`src/rtl/msg_pkg.sv`:
```
// Shared widths, character codes and the 7-segment glyph table
// for the scrolling-message display path.
package msg_pkg;

    localparam int MSG_CHARS = 8;
    localparam int CH_W      = 5;
    localparam int MSG_W     = MSG_CHARS * CH_W;

    localparam logic [CH_W-1:0] CH_BLANK  = 5'd0;
    localparam logic [CH_W-1:0] CH_A      = 5'd1;
    localparam logic [CH_W-1:0] CH_B      = 5'd2;
    localparam logic [CH_W-1:0] CH_C      = 5'd3;
    localparam logic [CH_W-1:0] CH_D      = 5'd4;
    localparam logic [CH_W-1:0] CH_E      = 5'd5;
    localparam logic [CH_W-1:0] CH_F      = 5'd6;
    localparam logic [CH_W-1:0] CH_G      = 5'd7;
    localparam logic [CH_W-1:0] CH_H      = 5'd8;
    localparam logic [CH_W-1:0] CH_I      = 5'd9;
    localparam logic [CH_W-1:0] CH_J      = 5'd10;
    localparam logic [CH_W-1:0] CH_K      = 5'd11;
    localparam logic [CH_W-1:0] CH_L      = 5'd12;
    localparam logic [CH_W-1:0] CH_M      = 5'd13;
    localparam logic [CH_W-1:0] CH_N      = 5'd14;
    localparam logic [CH_W-1:0] CH_O      = 5'd15;
    localparam logic [CH_W-1:0] CH_P      = 5'd16;
    localparam logic [CH_W-1:0] CH_Q      = 5'd17;
    localparam logic [CH_W-1:0] CH_R      = 5'd18;
    localparam logic [CH_W-1:0] CH_S      = 5'd19;
    localparam logic [CH_W-1:0] CH_T      = 5'd20;
    localparam logic [CH_W-1:0] CH_U      = 5'd21;
    localparam logic [CH_W-1:0] CH_V      = 5'd22;
    localparam logic [CH_W-1:0] CH_W_CHAR = 5'd23;
    localparam logic [CH_W-1:0] CH_X      = 5'd24;
    localparam logic [CH_W-1:0] CH_Y      = 5'd25;
    localparam logic [CH_W-1:0] CH_Z      = 5'd26;
    localparam logic [CH_W-1:0] CH_DASH   = 5'd27;
    localparam logic [CH_W-1:0] CH_USCORE = 5'd28;

    // Active-high {g,f,e,d,c,b,a}; codes 29..31 render blank
    localparam logic [6:0] MSG_GLYPH [32] = '{
        7'h00, 7'h77, 7'h7C, 7'h39, 7'h5E, 7'h79, 7'h71, 7'h3D,
        7'h76, 7'h06, 7'h1E, 7'h75, 7'h38, 7'h15, 7'h54, 7'h3F,
        7'h73, 7'h67, 7'h50, 7'h6D, 7'h78, 7'h3E, 7'h1C, 7'h2A,
        7'h76, 7'h6E, 7'h5B, 7'h40, 7'h08, 7'h00, 7'h00, 7'h00
    };

endpackage

```
`src/rtl/msg_glyph_rom.sv`:
```
// Combinational 5-bit character code to 7-segment glyph lookup.
module msg_glyph_rom
    import msg_pkg::*;
(
    input  logic [CH_W-1:0] code,
    output logic [6:0]      glyph
);

    assign glyph = MSG_GLYPH[code];

endmodule

```
`src/rtl/msg_scan_display.sv`:
```
// 8-digit multiplexed 7-segment scanner with per-frame message snapshot.
// Optional blink gating is enabled by defining MSG_SCAN_BLINK_EN.
module msg_scan_display
    import msg_pkg::*;
#(
    parameter int REFRESH_DIV  = 100000,
    parameter int GUARD        = 2,
    parameter int ACTIVE_LOW   = 1,
    parameter int BLINK_FRAMES = 64
) (
    input  logic                 clk,
    input  logic                 rst,
    input  logic [MSG_W-1:0]     instruction,
    input  logic                 blink,
    output logic [MSG_CHARS-1:0] an,
    output logic [6:0]           seg,
    output logic                 frame_start
);

    localparam int DIV_W = $clog2(REFRESH_DIV);
    localparam logic [DIV_W-1:0] DIV_LAST = DIV_W'(REFRESH_DIV - 1);
    localparam logic [DIV_W-1:0] GUARD_V  = DIV_W'(GUARD);
    localparam logic [MSG_CHARS-1:0] AN_OFF =
        (ACTIVE_LOW != 0) ? '1 : '0;
    localparam logic [6:0] SEG_OFF =
        (ACTIVE_LOW != 0) ? '1 : '0;

    logic [DIV_W-1:0]     div_cnt;
    logic [2:0]           digit;
    logic [MSG_W-1:0]     shadow;
    logic [CH_W-1:0]      cur_code;
    logic [6:0]           cur_glyph;
    logic                 slot_end;
    logic                 frame_edge;
    logic                 frame_end;
    logic                 blank_out;
    logic [MSG_CHARS-1:0] an_d;
    logic [6:0]           seg_d;

    assign slot_end   = (div_cnt == DIV_LAST);
    assign frame_edge = (digit == 3'd0) && (div_cnt == '0);
    assign frame_end  = slot_end && (digit == 3'd7);
    assign cur_code   = shadow[CH_W*digit +: CH_W];

    msg_glyph_rom u_rom (
        .code  (cur_code),
        .glyph (cur_glyph)
    );

    // Snapshot lands in a guard cycle, so a lit glyph never changes mid-slot
    always_ff @(posedge clk or posedge rst) begin
        if (rst) begin
            div_cnt     <= '0;
            digit       <= '0;
            shadow      <= '0;
            frame_start <= 1'b0;
        end else begin
            div_cnt     <= slot_end ? '0 : div_cnt + DIV_W'(1);
            if (slot_end)
                digit <= digit + 3'd1;
            if (frame_edge)
                shadow <= instruction;
            frame_start <= frame_edge;
        end
    end

`ifdef MSG_SCAN_BLINK_EN
    localparam int FR_W =
        (BLINK_FRAMES > 1) ? $clog2(BLINK_FRAMES) : 1;
    localparam logic [FR_W-1:0] FR_LAST = FR_W'(BLINK_FRAMES - 1);

    logic [FR_W-1:0] frame_cnt;
    logic            phase;

    always_ff @(posedge clk or posedge rst) begin
        if (rst) begin
            frame_cnt <= '0;
            phase     <= 1'b0;
        end else if (frame_end) begin
            if (frame_cnt == FR_LAST) begin
                frame_cnt <= '0;
                phase     <= ~phase;
            end else begin
                frame_cnt <= frame_cnt + FR_W'(1);
            end
        end
    end

    assign blank_out = blink && phase;
`else
    logic unused_blink;
    logic unused_frame_end;

    assign unused_blink     = blink ^ (BLINK_FRAMES > 0);
    assign unused_frame_end = frame_end;
    assign blank_out        = 1'b0;
`endif

    always_comb begin
        an_d  = '0;
        seg_d = '0;
        if (div_cnt >= GUARD_V && !blank_out) begin
            an_d  = MSG_CHARS'(1) << digit;
            seg_d = cur_glyph;
        end
    end

    // XOR with the off pattern folds in the board polarity
    always_ff @(posedge clk or posedge rst) begin
        if (rst) begin
            an  <= AN_OFF;
            seg <= SEG_OFF;
        end else begin
            an  <= an_d ^ AN_OFF;
            seg <= seg_d ^ SEG_OFF;
        end
    end

endmodule

```
`config.mk`:
```
export PLATFORM = sky130hd
export DESIGN_NAME = msg_scan_display
export DESIGN_NICKNAME = d
export VERILOG_FILES = /design/src/rtl/msg_pkg.sv /design/src/rtl/msg_glyph_rom.sv /design/src/rtl/msg_scan_display.sv
export SDC_FILE = /design/constraint.sdc
export NUM_CORES = 1
export LEC_CHECK = 0
export CORE_MARGIN = 5
export CORE_UTILIZATION = 54
export CTS_CLUSTER_SIZE = 28
export DETAILED_ROUTE_END_ITERATION = 10
export PLACE_DENSITY = 0.82
export SETUP_SLACK_MARGIN = 0.5
export SYNTH_ARGS = -nofsm -noshare
export SYNTH_HDL_FRONTEND = slang
export SYNTH_SLANG_ARGS = --single-unit
export TNS_END_PERCENT = 30
```
`constraint.sdc`:
```
create_clock -name clk -period 3.8 [get_ports clk]
set_clock_uncertainty 0.15 [all_clocks]
set_input_delay 0.38 -clock clk [delete_from_list [all_inputs] [get_ports clk]]
set_output_delay 0.38 -clock clk [all_outputs]
set_load 0.005 [all_outputs]
```
==> summary.txt, run 1 <==
Routing
  • Post-route ant nets: 0
  • Via count: 2592
  • Initial DRC count: 135
  • DRC: 0
  • Post-detailed-route wirelength per cell: 15.43 microns
  • Vias per Instance: 5.574
  • Detailed Routing Iterations Pass 1: 5
  • Routed wire length: 7.175 mm

Clock network
  • Hold-fix buffers, CTS: 0
  • CTS Buf Count: 9
  • Maximum clock path buffer count: 2
  • CTS clk-pin slew, worst paths: 0.08 ns
  • CTS Root Cell: clkbuf_8
  • Post-CTS setup buffer count: 0
  • Clk Latency, worst-skew pair: 0.34 ns
  • H-Tree Depth: 3
  • CTS Sinks: 76
  • CTS tree: built
  • Cts repair resizes: 0

STA
  • Slew of the pin with the lowest slew margin: 0.7710 ns
  • Unrepaired setup endpoints after global routing: false
  • Final WS setup: 0.8570 ns
  • Rel. slew slack: 48.60%
  • Final hold slack: 0.2440 ns
  • Pins Over Slew Limit: 0
  • Highest clock rate: 339.8 MHz
  • Setup_tns: 0 ns
  • Final setup fails: 0
  • Final Hold Viols: 0
  • Final min period: 2.943 ns
  • Period utilization: 77.45%

Synthesis
  • EDFF count, synth: 0
  • Seq/Total Area, Yosys: 50.79%
  • Syn nets: 364
  • Synth cell count leaders: dfrtp_1, mux2_2, nand2_1
  • Number of synthesized register bits: 76
  • Top-count cell post-synth: dfrtp_1
  • Synth Flop Type: dfrtp_1
  • Yosys Warn Count: 0
  • Synth area leaders: dfrtp_1, mux2_2, dfstp_2
  • Post-Synthesis Cells: 305
  • Post-synthesis async set-or-reset flop share: 100.0%
  • Cell taking the most area after synthesis: dfrtp_1
  • Syn Area/Cell: 12.40 sq um
  • Cell Area, Synth: 0.003781 sq mm
  • Distinct cells, synth: 41
  • Post-synth top area share: 40.37%

Final layout
  • FF/Latch Area: 0.001921 sq mm
  • Fillers: 503
  • Layout cells sized above 1: 25.47%
  • Number of diodes: 0
  • Area Overhead vs Synth: 21.94%
  • Nets: 423
  • Area of the multi-input gates: 0.001730 sq mm

Place
  • DP HPWL: 5.183 mm
  • Routability Congestion: 0.8673
  • Post-Place Worst Slack: 0.9347 ns
  • # port buffers: 57

Setup path
  • Worst Setup Path Type: reg2reg
  • Worst setup SP type: flip-flop
  • Cells on worst reg2reg path: 8
  • Most frequent CP cell: inv_1
  • CP Capture Type: flip-flop
  • Worst flop-to-flop path startpoint: digit[2]
  • CP startpoint: digit[2]
  • R2R Setup Slk: 0.86 ns
  • Worst endpoint required time: 3.91 ns
  • CP arrival: 3.05 ns
  • CP Cell Sequence: mux4_1 > mux2_2 > inv_1 > ha_1 > inv_1 > mux2i_1 > o211a_1 > a32oi_1
  • Worst setup endpoint: seg[3]
  • CP Max Fanout: 18
  • Crit-path slowest cell: dfrtp_1
  • Critical path's largest stage delay: 0.84 ns
  • RR Endpoint: seg[3]

Global routing
  • GRT busiest layer: met2
  • Vias in the first global route: 2597
  • Total track usage: 18.15%
  • Grt total ovfl: 0
  • First-pass GRT wire length: 12.43 mm
  • Pin count of the biggest net entering global routing: 42
  • Met3 GRT Util: 4.407%
  • Antenna violations before repair: 0
  • Met2 Track Usage GR: 27.91%
  • M1 GR Usage: 24.23%

Run
  • Max Cap Viol: 0

Floorplanning
  • Width of the die: 93.68 microns
  • Die Span Y: 93.68 microns
  • Io pins: 59
  • CORE AREA: 0.006794 sq mm
  • Initial cell density of the core: 55.65%
  • Core Rows: 30
  • Die area: 0.008776 sq mm

Status
  • Status: completed

Power and ir drop
  • Static leakage: 0.001928 uW
  • Worst VDD drop: 0.2015 mV
  • Power per cell area: 337.7 mW/mm^2

Min path
  • Hold Path Class: in2async
[how the worst min path moves through the flow]
| stage | end | slack (ns) | from |
|---|---|---|---|
| 2_1_floorplan | shadow[28] | 0.30 | shadow[28] |
| 3_3_place_gp | shadow[28] | 0.32 | shadow[28] |
| 3_5_place_dp | shadow[28] | 0.32 | shadow[28] |
| 4_1_cts | div_cnt[16] | 0.25 | rst |
| 5_1_grt | shadow[35] | 0.30 | rst |
| 6_report | div_cnt[15] | 0.24 | rst |
[kinds of logic (layout without fill, tap and decap cells)]
kind of cell | Yosys count | count (layout) | synth area share [%]
xor gates and xnor gates | 16 | 16 | 3.706
muxes | 61 | 61 | 21.57
and+or+nand+nor | 77 | 77 | 9.696
adders and majority gates | 16 | 16 | 5.294
AOI/OAI and AO/OA | 30 | 30 | 5.328
buffers and inverters | 29 | 93 | 3.607
DFF | 76 | 76 | 50.79
[final cells by class]
type	count	area share, %
Inverter	13	1.058
Clock buffer	10	2.985
Multi-Input combinational cell	200	37.53
Timing Repair Buffer	64	13.51
Sequential cell	76	41.66
Clock inverter	6	0.6513
Tap cell	96	2.605
[power by group]
part / internal, uW / leakage (uW) / total [uW] / switching, uW
clock network: 248 / 0.0000954 / 536 / 288
logic: 97.2 / 0.000930 / 164 / 66.7
registers: 844 / 0.000903 / 857 / 12.7
[critical path: cells and delay by family, from the launching register on]
family,cells,cell delay (ns)
adders and majority gates,1,0.31
AOI/OAI and AO/OA,2,0.40
buffers and inverters,2,0.28
DFF,1,0.84
muxes,3,0.87
[stage by stage]
stage               instance area (sq um)  power, uW  instances  utilization [%]
floorplan                            3781      954.8        305                -
global placement                     4443       1031        449            65.40
detailed placement                   4443       1037        449            65.40
CTS                                  4611       1570        465            67.86
global route                         4611       1621        465            67.86
finish                               4611       1557        465            67.86
[state kept, by name (all words and copies together), names as in the netlist]
register	count
an	8
div_cnt	17
digit	3
frame_start	1
seg	7
shadow	40
[layout by cell type (no fill, tap or decap), types with 8 or more instances in the layout]
master            n
clkbuf_8         10
clkdlybuf4s50_1  57
dfrtp_1          61
dfstp_2          15
ha_1             16
inv_1            11
mux2_2           43
mux4_2            8
nand2_1          21
nand3_1          14
nor2_1           18
xnor2_1          11
[per-layer routing]
layer	up-vias	routed length [microns]
met5	-	0
met4	0	164
met3	17	513
met2	97	3387
met1	1271	3109
li1	1207	-
(Power assumes the default switching activity.)
==> run 2: changes to the inputs <==
==> constraint.sdc (replaced) <==
create_clock -name clk -period 2.8 [get_ports clk]
set_clock_uncertainty 0.15 [all_clocks]
set_input_delay 0.28 -clock clk [delete_from_list [all_inputs] [get_ports clk]]
set_output_delay 0.28 -clock clk [all_outputs]
set_load 0.005 [all_outputs]
==> summary.txt, run 2 (synthesis results as in run 1) <==
Global routing
  • Vias in the first global route: 2648
  • Grt total ovfl: 0
  • First-pass GRT wire length: 12.52 mm
  • Total track usage: 18.23%
  • Antenna violations before repair: 0
  • Pin count of the biggest net entering global routing: 77

Routing
  • DRC: 0
  • Via count: 2609
  • Detailed Routing Iterations Pass 1: 4
  • Post-route ant nets: 0
  • Top Layer Used: met4
  • Met3 WL: 474 microns
  • Metal2 WL: 3.619 mm
  • Met1 Wirelength: 3.299 mm
  • Post-detailed-route wirelength per cell: 15.68 microns
  • Initial DRC count: 82
  • Vias per Instance: 5.458
  • Routed wire length: 7.495 mm

Final layout
  • Most frequent cells in the layout: dfrtp_1, clkdlybuf4s50_1, mux2_2
  • Area Overhead vs Synth: 28.06%
  • Area of the multi-input gates: 0.001802 sq mm
  • Commonest non-fill, non-tap cell in the layout: dfrtp_1
  • Final Non-Filler Cells: 478
  • Top Registers: shadow: 40 flops, div_cnt: 17 flops, an: 8 flops
  • Largest register FFs: 40
  • Largest Register: shadow
  • Nets: 436
  • Number of diodes: 0
  • Layout cells sized above 1: 32.20%
  • Fillers: 484
  • FF/Latch Area: 0.001924 sq mm

Setup path
  • Worst setup SP type: flip-flop
  • Worst endpoint required time: 2.93 ns
  • RR Endpoint: seg[4]
  • CP arrival: 2.42 ns
  • Cells on worst reg2reg path: 7
  • R2R Setup Slk: 0.50 ns
  • CP Cell Sequence: mux4_2 > mux2i_4 > inv_2 > ha_4 > mux2_2 > a31oi_2 > o31ai_1
  • CP Max Fanout: 5
  • CP Capture Type: flip-flop
  • Worst flop-to-flop path startpoint: digit[1]
  • Critical path's largest stage delay: 0.55 ns
  • Crit-path slowest cell: mux4_2
  • Worst Setup Path Type: reg2reg

Status
  • Status: completed

Clock network
  • CTS clk-pin slew, worst paths: 0.08 ns
  • Maximum clock path buffer count: 2
  • CTS Sinks: 76
  • Hold-fix buffers, CTS: 0
  • CTS tree: built
  • Clk Latency, worst-skew pair: 0.35 ns
  • H-Tree Depth: 3
  • CTS Buf Count: 9
  • CTS Root Cell: clkbuf_8

Power and ir drop
  • Worst VDD drop: 0.2882 mV
  • Power per cell area: 445.6 mW/mm^2
  • Static leakage: 0.001990 uW

STA
  • Slew of the pin with the lowest slew margin: 0.3958 ns
  • Final min period: 2.295 ns
  • Setup_tns: 0 ns
  • Pins Over Slew Limit: 0
  • Final Hold Viols: 0
  • Final setup fails: 0
  • Final WS setup: 0.5047 ns
  • Rel. slew slack: 73.62%
  • Highest clock rate: 435.7 MHz
  • Unrepaired setup endpoints after global routing: true
  • Period utilization: 81.98%

Floorplanning
  • Initial cell density of the core: 55.65%
  • CORE AREA: 0.006794 sq mm
  • Die Span Y: 93.68 microns
  • Io pins: 59
  • Die area: 0.008776 sq mm
  • Width of the die: 93.68 microns
  • Core Rows: 30

Place
  • Routability Congestion: 0.8752
  • DP HPWL: 5.141 mm
  • Post-Place Worst Slack: 0.3144 ns
  • # port buffers: 57
  • Placed cells: 454

Run
  • Max Cap Viol: 0

Min path
  • Hold Path Class: in2async
run 2: changes by cell type in the layout (fill, tap and decap cells not counted), sizes merged:
cell / before / now
inv: 13 / 12
clkinvlp: 0 / 2
clkinv: 6 / 3
clkbuf: 10 / 13
buf: 7 / 19
run 2: layout make-up:
class	instances	area share (%)
inverter	13	1.189
clock inverter	4	0.5426
multi-input combinational	200	37.21
tap	96	2.481
sequential	76	39.74
clock buffer	12	2.997
timing repair buffer	77	15.84
run 2: worst max-delay path: cells and delay by family, from the launching register on:
kind	cells	cell delay [ns]
mux	3	1.11
fa+ha+maj	1	0.17
compound gates	2	0.25
flops	1	0.43
buf+inv	1	0.12
run 2: what timing repair did:
item                                    4_1_cts  5_1_grt
resized for setup                            11        5
gates cloned                                  0        1
pin swaps                                     2        0
buffers inserted                              5        2
endpoints found under the setup margin       47       47
run 2: layer usage:
metal,track usage [%],up-vias
met5,0,-
met4,7.341,0
met3,3.766,11
met2,29.04,78
met1,24.44,1290
li1,-,1230
run 2: report_power, final:
group          leakage (uW)  total, uW  internal, uW  switching, uW
logic               0.00101        247           147           99.7
clock network     0.0000863        748           345            403
registers          0.000898       1160          1150           17.5
run 2: worst max path at each step:
| stage | start | endpoint | slack [ns] | cells past startpoint |
|---|---|---|---|---|
| after floorplan | digit[0] | seg[3] | 0.50 | 9 |
| after global placement | digit[2] | seg[5] | 0.35 | 7 |
| after detailed placement | digit[1] | seg[0] | 0.31 | 6 |
| after CTS | digit[0] | seg[3] | 0.48 | 7 |
| after global routing | digit[1] | shadow[30] | 0.38 | 7 |
| final | digit[1] | seg[4] | 0.50 | 7 |
run 2: through the flow:
stage          hold slack (ns)  total power (uW)  utilization (%)  area [sq um]
4_1_cts                 0.2448              2165            70.28          4775
2_1_floorplan           0.2647              1303                -          3819
3_3_place_gp            0.3140              1411            66.72          4533
6_report                0.2163              2158            71.27          4842
5_1_grt                 0.2762              2242            71.27          4842
3_5_place_dp            0.3355              1420            66.72          4533
==> run 3: changes to the inputs <==
--- a/config.mk
+++ b/config.mk
@@ -6,10 +6,10 @@
 export NUM_CORES = 1
 export LEC_CHECK = 0
 export CORE_MARGIN = 5
-export CORE_UTILIZATION = 54
+export CORE_UTILIZATION = 49
 export CTS_CLUSTER_SIZE = 28
 export DETAILED_ROUTE_END_ITERATION = 10
-export PLACE_DENSITY = 0.82
+export PLACE_DENSITY = 0.79
 export SETUP_SLACK_MARGIN = 0.5
 export SYNTH_ARGS = -nofsm -noshare
 export SYNTH_HDL_FRONTEND = slang
==> constraint.sdc (replaced) <==
create_clock -name clk -period 1.94 [get_ports clk]
set_clock_uncertainty 0.15 [all_clocks]
set_input_delay 0.194 -clock clk [delete_from_list [all_inputs] [get_ports clk]]
set_output_delay 0.194 -clock clk [all_outputs]
set_load 0.005 [all_outputs]
==> summary.txt, run 3 (synthesis results as in run 1) <==
Global routing
  • Pin count of the biggest net entering global routing: 77
  • GRT busiest layer: met2
  • Grt total ovfl: 0
  • Vias in the first global route: 3216
  • Total track usage: 22.28%
  • Met2 Track Usage GR: 38.95%
  • M1 GR Usage: 26.29%
  • First-pass GRT wire length: 16.62 mm
  • Antenna violations before repair: 0
  • Met3 GRT Util: 5.500%

STA
  • Final setup fails: 47
  • Final Hold Viols: 0
  • Final min period: 2.384 ns
  • Highest clock rate: 419.5 MHz
  • Rel. slew slack: 72.83%
  • Unrepaired setup endpoints after global routing: true
  • Period utilization: 122.9%
  • Final WS setup: -0.4436 ns
  • Setup_tns: -14.02 ns
  • Slew of the pin with the lowest slew margin: 0.4076 ns
  • Final hold slack: 0.1450 ns
  • Pins Over Slew Limit: 0

Power and ir drop
  • Power per cell area: 592.2 mW/mm^2
  • Static leakage: 0.002509 uW
  • Power Total: 3470 uW
  • Psw: 845.5 uW
  • Reg power frac: 48.7%
  • Clock power share: 39.0%
  • Int Power: 2625 uW
  • Sw Ratio: 24.37%
  • Worst VDD drop: 0.7664 mV
  • Gate power share: 12.2%

Run
  • Max Cap Viol: 0

Routing
  • Routed wire length: 11.71 mm
  • Post-route ant nets: 0
  • Vias per Instance: 5.643
  • Detailed Routing Iterations Pass 1: 4
  • Post-detailed-route wirelength per cell: 21.68 microns
  • DRC: 0
  • Via count: 3047
  • Initial DRC count: 127

Final layout
  • Commonest non-fill, non-tap cell in the layout: dfrtp_1
  • Area Overhead vs Synth: 54.96%
  • Number of diodes: 0
  • Nets: 493
  • Top Registers: shadow: 40 flops, div_cnt: 17 flops, an: 8 flops
  • Layout cells sized above 1: 52.51%
  • Most frequent cells in the layout: dfrtp_1, buf_4, mux2_4
  • Largest register FFs: 40
  • Fillers: 443
  • Final Non-Filler Cells: 540
  • Largest Register: shadow

Place
  • DP HPWL: 6.276 mm
  • Placed cells: 504
  • # port buffers: 57
  • Routability Congestion: 0.8965

Clock network
  • H-Tree Depth: 3
  • CTS Buf Count: 9
  • CTS Sinks: 76
  • CTS tree: built
  • CTS Root Cell: clkbuf_8
  • CTS clk-pin slew, worst paths: 0.09 ns
  • Maximum clock path buffer count: 2
  • Hold-fix buffers, CTS: 0
  • Clk Latency, worst-skew pair: 0.35 ns

Min path
  • Hold Path Class: in2async

Status
  • Status: finished with violations
  • Failing checks: setup timing

Floorplanning
  • CORE AREA: 0.007607 sq mm
  • Die area: 0.009574 sq mm
  • Initial cell density of the core: 49.70%
  • Io pins: 59
  • Width of the die: 97.85 microns
  • Die Span Y: 97.85 microns
  • Core Rows: 32

Setup path
  • CP arrival: 2.48 ns
  • Worst setup SP type: flip-flop
  • Worst Setup Path Type: reg2reg
  • Worst endpoint required time: 2.04 ns
  • CP Capture Type: flip-flop
  • CP Max Fanout: 4
## run 3: timing repair
action	CTS	global route
resized for setup	107	64
pin swaps	42	33
buffers inserted	9	4
setup endpoints to repair	90	84
cloned	4	4
## run 3: area by class of cell
cell class / count / area [sq um] / area share [%]
multi-input cells: 200 / 2182 / 37.24
well taps: 102 / 127.6 / 2.178
flip-flops and latches: 76 / 1927 / 32.88
clock buffers: 9 / 123.9 / 2.114
clock inverters: 6 / 88.84 / 1.516
inverters: 13 / 60.06 / 1.025
repair buffers: 134 / 1350 / 23.04
## run 3: critical path, cell delays in order, from the launching register on
cell and delay, ns:
dfrtp_2 0.44, mux4_2 0.55, mux2_4 0.33, ha_2 0.24, o31ai_1 0.25, a21oi_1 0.06, o31ai_1 0.26
## run 3: worst paths after layout
kind                                  from         end  slack [ns]  cells after the start
setup / recovery                  digit[0]      seg[4]       -0.44                      6
hold / removal                         rst  shadow[22]        0.15                      3
setup reg to reg                  digit[0]      seg[4]       -0.44                      6
hold reg to reg                 shadow[15]  shadow[15]        0.37                      1
max in group asynchronous              rst       an[4]        1.13                      3
min in group clk           instruction[20]  shadow[20]        0.30                      2
## run 3: power by group through the flow
stage | logic [uW] | registers [uW] | clock network, uW
final | 424 | 1690 | 1350
after global routing | 455 | 1700 | 1430
after CTS | 392 | 1690 | 1340
after detailed placement | 368 | 1720 | 0
after global placement | 364 | 1710 | 0
after floorplan | 178 | 1700 | 0
## run 3: metrics by stage
stage / cell area (sq um) / setup slack [ns] / util (%)
after floorplan: 3825 / -0.3490 / -
after global placement: 4877 / -0.3783 / 64.11
after detailed placement: 4877 / -0.4412 / 64.11
after CTS: 5593 / -0.3463 / 73.52
after global routing: 5859 / -0.5016 / 77.02
final: 5859 / -0.4436 / 77.02
## run 3: per-layer routing
metal  routed length [microns]  share of wire, %
met1                      4517                39
met2                      6080                52
met3                       702               6.0
met4                       405               3.5
met5                         0                 0
